$ cat src/rtl/branch_predictor_if.sv
// Fetch/EX-side connection bundle for the branch predictor.
// The master modport is the pipeline (drives PCs and resolved outcomes).
// The slave modport is the predictor (returns predictions, redirects, counters).
interface branch_predictor_if;
  // IF-stage lookup
  logic [31:0] PC_IF;
  logic        pred_taken;
  logic [31:0] pred_target;
  // EX-stage resolution
  logic        EX_valid;
  logic [31:0] PC_EX;
  logic        bcompare_in;
  logic [31:0] target_EX;
  logic        pred_taken_EX;
  logic [31:0] pred_target_EX;
  logic        mispredict;
  logic [31:0] redirect_PC;
  // Performance counters
  logic [31:0] branch_cnt;
  logic [31:0] miss_cnt;

  modport master (
    output PC_IF, EX_valid, PC_EX, bcompare_in, target_EX, pred_taken_EX, pred_target_EX,
    input  pred_taken, pred_target, mispredict, redirect_PC, branch_cnt, miss_cnt
  );

  modport slave (
    input  PC_IF, EX_valid, PC_EX, bcompare_in, target_EX, pred_taken_EX, pred_target_EX,
    output pred_taken, pred_target, mispredict, redirect_PC, branch_cnt, miss_cnt
  );
endinterface

$ cat src/rtl/branch_predictor.sv
// Direct-mapped BTB with 2-bit saturating counters, trained by EX outcomes.
// Latency: prediction and mispredict/redirect are combinational; training lands at the next edge.
// Backpressure: none; one lookup and one training event are accepted every cycle.
module branch_predictor #(
  parameter int IDX_BITS = 4
) (
  input  logic               clk,
  input  logic               reset,
  branch_predictor_if.slave  bp
);
  localparam int ENTRIES = 1 << IDX_BITS;
  localparam int TAG_W   = 30 - IDX_BITS;

  // BTB storage
  logic [ENTRIES-1:0] valid_q;
  logic [TAG_W-1:0]   tag_q    [ENTRIES];
  logic [31:0]        target_q [ENTRIES];
  logic [1:0]         ctr_q    [ENTRIES];

  logic [31:0] branch_cnt_q, branch_cnt_d;
  logic [31:0] miss_cnt_q, miss_cnt_d;

  logic [IDX_BITS-1:0] if_idx, ex_idx;
  logic [TAG_W-1:0]    if_tag, ex_tag;
  logic                if_hit, ex_hit;

  // Single write port into the BTB entry selected by PC_EX
  logic        upd_en;
  logic [31:0] upd_target_d;
  logic [1:0]  upd_ctr_d;

  assign if_idx = bp.PC_IF[IDX_BITS+1:2];
  assign if_tag = bp.PC_IF[31:IDX_BITS+2];
  assign ex_idx = bp.PC_EX[IDX_BITS+1:2];
  assign ex_tag = bp.PC_EX[31:IDX_BITS+2];

  assign if_hit = valid_q[if_idx] && (tag_q[if_idx] == if_tag);
  assign ex_hit = valid_q[ex_idx] && (tag_q[ex_idx] == ex_tag);

  // Lookup reads pre-update state only; a same-cycle write to this index is not bypassed.
  // Gating with reset keeps the fall-through prediction during reset explicit.
  assign bp.pred_taken  = reset && if_hit && ctr_q[if_idx][1];
  assign bp.pred_target = bp.pred_taken ? target_q[if_idx] : bp.PC_IF + 32'd4;

  // A branch mispredicts on a wrong direction, or on a correct taken guess with a stale target
  assign bp.mispredict = bp.EX_valid &&
                         ((bp.bcompare_in != bp.pred_taken_EX) ||
                          (bp.bcompare_in && bp.pred_taken_EX &&
                           (bp.pred_target_EX != bp.target_EX)));
  assign bp.redirect_PC = bp.bcompare_in ? bp.target_EX : bp.PC_EX + 32'd4;

  assign bp.branch_cnt = branch_cnt_q;
  assign bp.miss_cnt   = miss_cnt_q;

  // Training decision: counter update on hit, allocation only on a taken miss
  always_comb begin
    upd_en       = 1'b0;
    upd_target_d = target_q[ex_idx];
    upd_ctr_d    = ctr_q[ex_idx];
    if (bp.EX_valid) begin
      if (ex_hit) begin
        upd_en = 1'b1;
        if (bp.bcompare_in) begin
          upd_target_d = bp.target_EX;
          upd_ctr_d    = (ctr_q[ex_idx] == 2'b11) ? 2'b11 : ctr_q[ex_idx] + 2'd1;
        end else begin
          upd_ctr_d    = (ctr_q[ex_idx] == 2'b00) ? 2'b00 : ctr_q[ex_idx] - 2'd1;
        end
      end else if (bp.bcompare_in) begin
        upd_en       = 1'b1;
        upd_target_d = bp.target_EX;
        upd_ctr_d    = 2'b10;
      end
    end
  end

  // Performance counters wrap naturally at 2^32
  always_comb begin
    branch_cnt_d = branch_cnt_q + {31'd0, bp.EX_valid};
    miss_cnt_d   = miss_cnt_q + {31'd0, bp.mispredict};
  end

  // BTB state; reset leaves every entry invalid and weakly not-taken
  always_ff @(posedge clk or negedge reset) begin
    if (!reset) begin
      valid_q <= '0;
      for (int i = 0; i < ENTRIES; i++) begin
        tag_q[i]    <= '0;
        target_q[i] <= '0;
        ctr_q[i]    <= 2'b01;
      end
    end else if (upd_en) begin
      valid_q[ex_idx]  <= 1'b1;
      tag_q[ex_idx]    <= ex_tag;
      target_q[ex_idx] <= upd_target_d;
      ctr_q[ex_idx]    <= upd_ctr_d;
    end
  end

  // Counter registers
  always_ff @(posedge clk or negedge reset) begin
    if (!reset) begin
      branch_cnt_q <= '0;
      miss_cnt_q   <= '0;
    end else begin
      branch_cnt_q <= branch_cnt_d;
      miss_cnt_q   <= miss_cnt_d;
    end
  end
endmodule
$ cat src/flat_wrapper.sv
// flat-port wrapper written by rule: the top's interface ports become plain ports
module branch_predictor_flat 
#(
  parameter int IDX_BITS = 4
)
  (clk, reset, bp_PC_IF, bp_EX_valid, bp_PC_EX, bp_bcompare_in, bp_target_EX, bp_pred_taken_EX, bp_pred_target_EX, bp_pred_taken, bp_pred_target, bp_mispredict, bp_redirect_PC, bp_branch_cnt, bp_miss_cnt);
  branch_predictor_if bp_i ();
  input  logic clk;
  input  logic reset;
  input wire logic [$bits(bp_i.PC_IF)-1:0] bp_PC_IF;
  input wire logic [$bits(bp_i.EX_valid)-1:0] bp_EX_valid;
  input wire logic [$bits(bp_i.PC_EX)-1:0] bp_PC_EX;
  input wire logic [$bits(bp_i.bcompare_in)-1:0] bp_bcompare_in;
  input wire logic [$bits(bp_i.target_EX)-1:0] bp_target_EX;
  input wire logic [$bits(bp_i.pred_taken_EX)-1:0] bp_pred_taken_EX;
  input wire logic [$bits(bp_i.pred_target_EX)-1:0] bp_pred_target_EX;
  output wire logic [$bits(bp_i.pred_taken)-1:0] bp_pred_taken;
  output wire logic [$bits(bp_i.pred_target)-1:0] bp_pred_target;
  output wire logic [$bits(bp_i.mispredict)-1:0] bp_mispredict;
  output wire logic [$bits(bp_i.redirect_PC)-1:0] bp_redirect_PC;
  output wire logic [$bits(bp_i.branch_cnt)-1:0] bp_branch_cnt;
  output wire logic [$bits(bp_i.miss_cnt)-1:0] bp_miss_cnt;
  assign bp_i.PC_IF = bp_PC_IF;
  assign bp_i.EX_valid = bp_EX_valid;
  assign bp_i.PC_EX = bp_PC_EX;
  assign bp_i.bcompare_in = bp_bcompare_in;
  assign bp_i.target_EX = bp_target_EX;
  assign bp_i.pred_taken_EX = bp_pred_taken_EX;
  assign bp_i.pred_target_EX = bp_pred_target_EX;
  assign bp_pred_taken = bp_i.pred_taken;
  assign bp_pred_target = bp_i.pred_target;
  assign bp_mispredict = bp_i.mispredict;
  assign bp_redirect_PC = bp_i.redirect_PC;
  assign bp_branch_cnt = bp_i.branch_cnt;
  assign bp_miss_cnt = bp_i.miss_cnt;
  branch_predictor #(.IDX_BITS(IDX_BITS)) u_core (.clk(clk), .reset(reset), .bp(bp_i));
endmodule
$ cat config.mk
export PLATFORM = sky130hd
export DESIGN_NAME = branch_predictor_flat
export DESIGN_NICKNAME = d
export VERILOG_FILES = /design/src/rtl/branch_predictor_if.sv /design/src/rtl/branch_predictor.sv /design/src/flat_wrapper.sv
export SDC_FILE = /design/constraint.sdc
export NUM_CORES = 2
export LEC_CHECK = 0
export CAP_MARGIN = 20
export CORE_MARGIN = 5
export CORE_UTILIZATION = 35
export DETAILED_ROUTE_END_ITERATION = 16
export MAX_ROUTING_LAYER = met4
export PLACE_DENSITY = 0.6
export SLEW_MARGIN = 20
export SYNTH_ARGS = -nofsm -noshare
export SYNTH_HDL_FRONTEND = slang
export SYNTH_SLANG_ARGS = --single-unit
$ cat constraint.sdc
create_clock -name clk -period 13.7 [get_ports clk]
set_clock_uncertainty 0.1 [all_clocks]
set_input_delay 2.055 -clock clk [delete_from_list [all_inputs] [get_ports clk]]
set_output_delay 2.055 -clock clk [all_outputs]
set_load 0.02 [all_outputs]
* Word level (Yosys, flattened, before mapping) *
Index checks and enable logic that the tools add are counted.

storage, ports and cells
  bits in registers = 1,040
  bits of input ports = 133
  output and inout bits = 130
  logic and storage cells = 128

cells by class
  $add $sub $neg = 6
  $lt $le $gt $ge = 6
  equality and inequality tests = 5
  muxes and demuxes = 46
  bitwise operators = 3
  reduce and logical (&&, ||, !) cells = 11

operators with widths
  kind                                                                           number
  512-bit bitwise mux                                                            1
  416-bit bitwise mux                                                            1
  32-bit two-way mux                                                             9
  32-bit binary-select mux with 4-bit select                                     2
  26-bit binary-select mux with 4-bit select                                     2
  26-bit two-way mux                                                             5
  32-bit demux with 4-bit select                                                 1
  26-bit demux with 4-bit select                                                 1
  32-bit by 1-bit adder with 32-bit output                                       2
  32-bit by 3-bit adder with 32-bit output (second input constant)               2
  26-bit == test                                                                 2
  32-bit bitwise mux                                                             1
  32-bit != test                                                                 1
  2-bit two-way mux                                                              11
  2-bit binary-select mux with 4-bit select                                      2
  16-bit bitwise OR                                                              1
  5-bit greater-or-equal comparator (second input constant)                      2
  4-bit by 5-bit less-than comparator with 1-bit output (second input constant)  2
  4-bit inverter with 5-bit output                                               2
  1-bit logical AND                                                              9
  1-bit binary-select mux with 4-bit select                                      2
  2-bit demux with 4-bit select                                                  1
  1-bit two-way mux                                                              6
  5-bit by 1-bit less-than comparator with 1-bit output (second input constant)  1
  8 further kinds                                                                8

* Logic depth before layout (Yosys ltp) *
  depth after elaboration = 10
  mapped depth = 17
  depth with buffers taken out = 14

* Worst setup path after synthesis *
No wires, ideal clock.

  path type = in2out
  start = input port bp_PC_IF[2]
  end = output port bp_pred_target[2]
  arrival time = 5.660 ns
  data required time = 11.545 ns
  path slack = 5.885 ns
  cell stages on the path = 11
  path buffers = 4
  path through = clkbuf_1 buf_1 mux4_2 mux4_2 xnor2_1 o2111ai_1 nor3_1 and4_1 clkbuf_1 clkbuf_1 mux2i_1

on the way
  cells in the longest elaborated chain, start to end = 9
  elaborated cells on any way between the ends = 18
  classes of those cells = add/sub: 1; eq/ne: 1; mux: 12; bitwise: 1; reduce/logical: 3

RTL lines
  item                                                    RTL line                                        RTL
  start, declared                                         flat_wrapper.sv:10                              input wire logic [$bits(bp_i.PC_IF)-1:0] bp_PC_IF;
  4-bit inverter with 5-bit output (implied by the code)  branch_predictor.sv:37, branch_predictor.sv:42
  26-bit binary-select mux with 4-bit select              branch_predictor.sv:37                          assign if_hit = valid_q[if_idx] && (tag_q[if_idx] == if_tag);
  26-bit two-way mux (implied by the code) (2 in series)  branch_predictor.sv:37
  26-bit == test                                          branch_predictor.sv:37
  1-bit logical AND                                       branch_predictor.sv:37
  1-bit logical AND                                       branch_predictor.sv:42                          assign bp.pred_taken = reset && if_hit && ctr_q[if_idx][1];
  1-bit logical AND (*)                                   branch_predictor.sv:42
  via bp_pred_taken                                       flat_wrapper.sv:17                              output wire logic [$bits(bp_i.pred_taken)-1:0] bp_pred_taken;
  32-bit two-way mux (*)                                  branch_predictor.sv:43                          assign bp.pred_target = bp.pred_taken ? target_q[if_idx] : bp.PC_IF + 32'd4;
  end, declared                                           flat_wrapper.sv:18                              output wire logic [$bits(bp_i.pred_target)-1:0] bp_pred_target;

The timed path passes the listed nets; every way through them passes the cells marked *. The select of a mux whose other input is x is not followed.

* Worst setup path in the final report *
  start = input port bp_PC_EX[3]
  end = output port bp_redirect_PC[29]

on the way
  cells in the longest elaborated chain, start to end = 2

RTL lines
  item                                      RTL line                RTL
  start, declared                           flat_wrapper.sv:12      input wire logic [$bits(bp_i.PC_EX)-1:0] bp_PC_EX;
  32-bit by 3-bit adder with 32-bit output  branch_predictor.sv:50  assign bp.redirect_PC = bp.bcompare_in ? bp.target_EX : bp.PC_EX + 32'd4;
  32-bit two-way mux                        branch_predictor.sv:50
  end, declared                             flat_wrapper.sv:20      output wire logic [$bits(bp_i.redirect_PC)-1:0] bp_redirect_PC;

Every way passes these cells.

==> reports/metrics.cfg <==
[worst_setup_path]
crit_slowest_cell=and2_1
end_kind=output pin
r2r_cells=12
path_cells=buf_8 > and2_1 > nand4_1 > nor2_1 > nand4_1 > nor2_1 > and3_1 > nor2b_1 > nand3_1 > xor2_1 > o21ai_0 > clkdlybuf4s50_1
cp_top_family=simple AND/OR/NAND/NOR gates
crit_required_ns=11.55
max_stage_delay_ns=0.98
worstPathArrival_ns=7.47
critPathBufInv=2
criticalPathCategory=in2out
crit_cells=12
cp-start-kind=input port
worstPathMaxFanout=69

[cts]
post_cts_buffers=0
htreeDepth=3
cts_sinks=1040
tritoncts=built
cts_inserted_buffers=113
cts-root-buf=clkbuf_16
ctsHoldBuffers=0
clock_path_buffers=3
clkTransAtPathRegs_ns=0.06
clk_latency_ns=0.76
cts-resized-gates=0

[placement]
portBuffers=262
hpwl_mm=113
gp_congestion=0.880

[power]
p_clk_share_pct=36.5
switchingPower_w=0.00246
cellPowerDensity_mw_per_mm2=135
power_frac_comb_pct=19.9
max-vdd-ir-drop_mv=0.116
seq_power_share_pct=43.7
p_leak_nw=28.0
switching_share_pct=27.7
p_int_w=0.00642

[drt]
drtIter0Drc=3399
ant_nets=0
wl_per_cell_um=29.8
dr.pass1.iters=5
drc_errors=0
avgViaCountPerCell=5.80
vias=35700
wirelength_mm=183

[die]
rows=148
start_util_pct=35.1
dieArea_mm2=0.171
coreArea_mm2=0.162
ios=263
fp.dieH_um=414
die_w_um=414

[synth]
synth_area_mm2=0.0570
synth_nets=3907
synth_area_leaders=dfrtp_1, mux4_2, mux2_2
ys_types=55
ys.flop_type=dfrtp_1
ys_seq_area_share_pct=45.7
syn_inst=3763
synth.yosys.warnings=0
synth_largest_area_cell=dfrtp_1
synthDominantCellAreaShare_pct=44.9
syn_area_per_cell_um2=15.2
synth_edf_count=0
synth_async_sr_flop_share_pct=100
ys_ff_latch=1040

[sta]
setup_viol=0
hold_slack_ns=0.371
finalMaxSlewViolations=0
min_period_ns=9.63
slew_headroom_pct=22.5
period_share_pct=70.3
rsz0062_at_grt=no
worst_pin_slew_ns=1.15
finalSetupTns_ns=0
hold_violations=0
fmax_mhz=104

[grt]
grt_max_degree=156
grt_usage_pct=22.0
grt_pass1_wl_mm=268
antenna_found_initial=16
overflow=0
grt_pass1_vias=37100

[min_path]
whs_path_depth=1
worst_hold_path_type=reg2reg

[finish]
area_delta_synth_final_pct=15.0
nNetsFinal=4031
drive_gt1_share_pct=46.8

[run_status]
status=finished, final reports clean

[run]
drv_cap=0

## synth_stat cells, drive strengths merged, types with 8 or more instances
| cell type | n |
|---|---|
| nor2 | 44 |
| nand2b | 8 |
| nand2 | 112 |
| inv | 21 |
| and4 | 8 |
| and3 | 25 |
| nor2b | 8 |
| nand3 | 56 |
| a21oi | 16 |
| nor3 | 20 |
| mux2i | 91 |
| o21ai | 40 |
| mux2 | 1035 |
| mux4 | 536 |
| xor2 | 53 |
| dfrtp | 1024 |
| clkbuf | 172 |
| a22oi | 23 |
| dfstp | 16 |
| ha | 11 |
| nand4 | 38 |
| or2 | 15 |
| buf | 178 |
| o22ai | 9 |
| xnor2 | 149 |
## flip-flops by register name, indices dropped and copies added (netlist names)
name and cells:
u_core.bp.branch_cnt 32, u_core.bp.miss_cnt 32, u_core.ctr_q 32, u_core.tag_q 416
u_core.target_q 512, u_core.valid_q 16
## power by group through the flow
stage,clock (W),combinational (W),sequential (W)
after floorplan,0,0.00123,0.00382
after global placement,0,0.00174,0.00390
after detailed placement,0,0.00177,0.00392
after CTS,0.00331,0.00177,0.00387
after global routing,0.00343,0.00188,0.00394
final,0.00324,0.00176,0.00388
## worst register-to-register path, delay by kind of cell (launching register included)
| family | cells | cell delay, ns |
|---|---|---|
| AND/OR/NAND/NOR | 3 | 1.60 |
| buffers and inverters | 3 | 1.42 |
| flip-flops | 1 | 0.42 |
| multiplexers | 3 | 1.30 |
| AO/OA/AOI/OAI | 3 | 0.86 |
## path summary, 6_finish.rpt
path	startpoint	slack, ns	to
min reg2reg	u_core.bp.branch_cnt[31]$_DFF_PN0_	0.37	u_core.bp.branch_cnt[31]$_DFF_PN0_
max in group asynchronous	reset	7.94	u_core.target_q[374]$_DFFE_PN0P_
min in group asynchronous	reset	1.20	u_core.bp.miss_cnt[1]$_DFF_PN0_
min	u_core.bp.branch_cnt[31]$_DFF_PN0_	0.37	u_core.bp.branch_cnt[31]$_DFF_PN0_
max reg2reg	u_core.tag_q[9]$_DFFE_PN0P_	7.91	u_core.target_q[8]$_DFFE_PN0P_
max	bp_PC_EX[3]	4.07	bp_redirect_PC[29]
## through the flow
step           worst slack, ns  area, µm²  total power, W  std cells  util, %
2_1_floorplan             5.88      57000         0.00506       3763        -
3_3_place_gp              4.05      61600         0.00564       5946     37.9
3_5_place_dp              4.11      61600         0.00569       5946     37.9
4_1_cts                   4.09      65500         0.00895       6158     40.3
5_1_grt                   3.86      65600         0.00924       6165     40.4
6_report                  4.07      65600         0.00888       6167     40.4
## metal layers
metal,vias up,GRT usage (%),part of all wire (%)
li1,14700,-,-
met1,19500,29.1,41
met2,1247,34.3,48
met3,319,3.46,6.4
met4,0,8.48,4.3
met5,-,-,0
## layout make-up
class | count | area, µm²
fillers | 15000 | 96800
multi-input cells | 2352 | 29300
flip-flops and latches | 1040 | 26000
repair buffers | 359 | 3470
clock buffers | 169 | 3360
well taps | 2175 | 2720
clock inverters | 43 | 582
inverters | 21 | 78.8
diodes | 8 | 20.0
## placed cells by master, fill, tap and decap left out, drive strengths merged, types with 4 or more instances in the layout
cell type | netlist | layout
mux2 | 1035 | 1035
dfrtp | 1024 | 1024
mux4 | 536 | 536
clkdlybuf4s50 | 0 | 252
clkbuf | 172 | 169
xnor2 | 149 | 149
nand2 | 112 | 112
buf | 178 | 107
mux2i | 91 | 91
nand3 | 56 | 56
xor2 | 53 | 53
nor2 | 44 | 44
o21ai | 40 | 40
nand4 | 38 | 38
clkinv | 0 | 28
and3 | 25 | 25
inv | 21 | 25
a22oi | 23 | 23
nor3 | 20 | 20
a21oi | 16 | 16
dfstp | 16 | 16
or2 | 15 | 15
ha | 11 | 11
bufinv | 0 | 11
o22ai | 9 | 9
diode | 0 | 8
nor2b | 8 | 8
nand2b | 8 | 8
and4 | 8 | 8
o211ai | 7 | 7
o2111ai | 5 | 5
a221oi | 5 | 5
a22o | 4 | 4
## cells by family after synthesis
group           after synthesis  synth area share [%]
compound gates              125                  1.44
mux                        1662                  43.2
buf+inv                     371                  3.01
xor+xnor                    202                  3.10
simple gates                352                  3.32
flops                      1040                  45.7
fa+ha+maj                    11                 0.241
No activity file was read; power rests on OpenSTA's default activity.
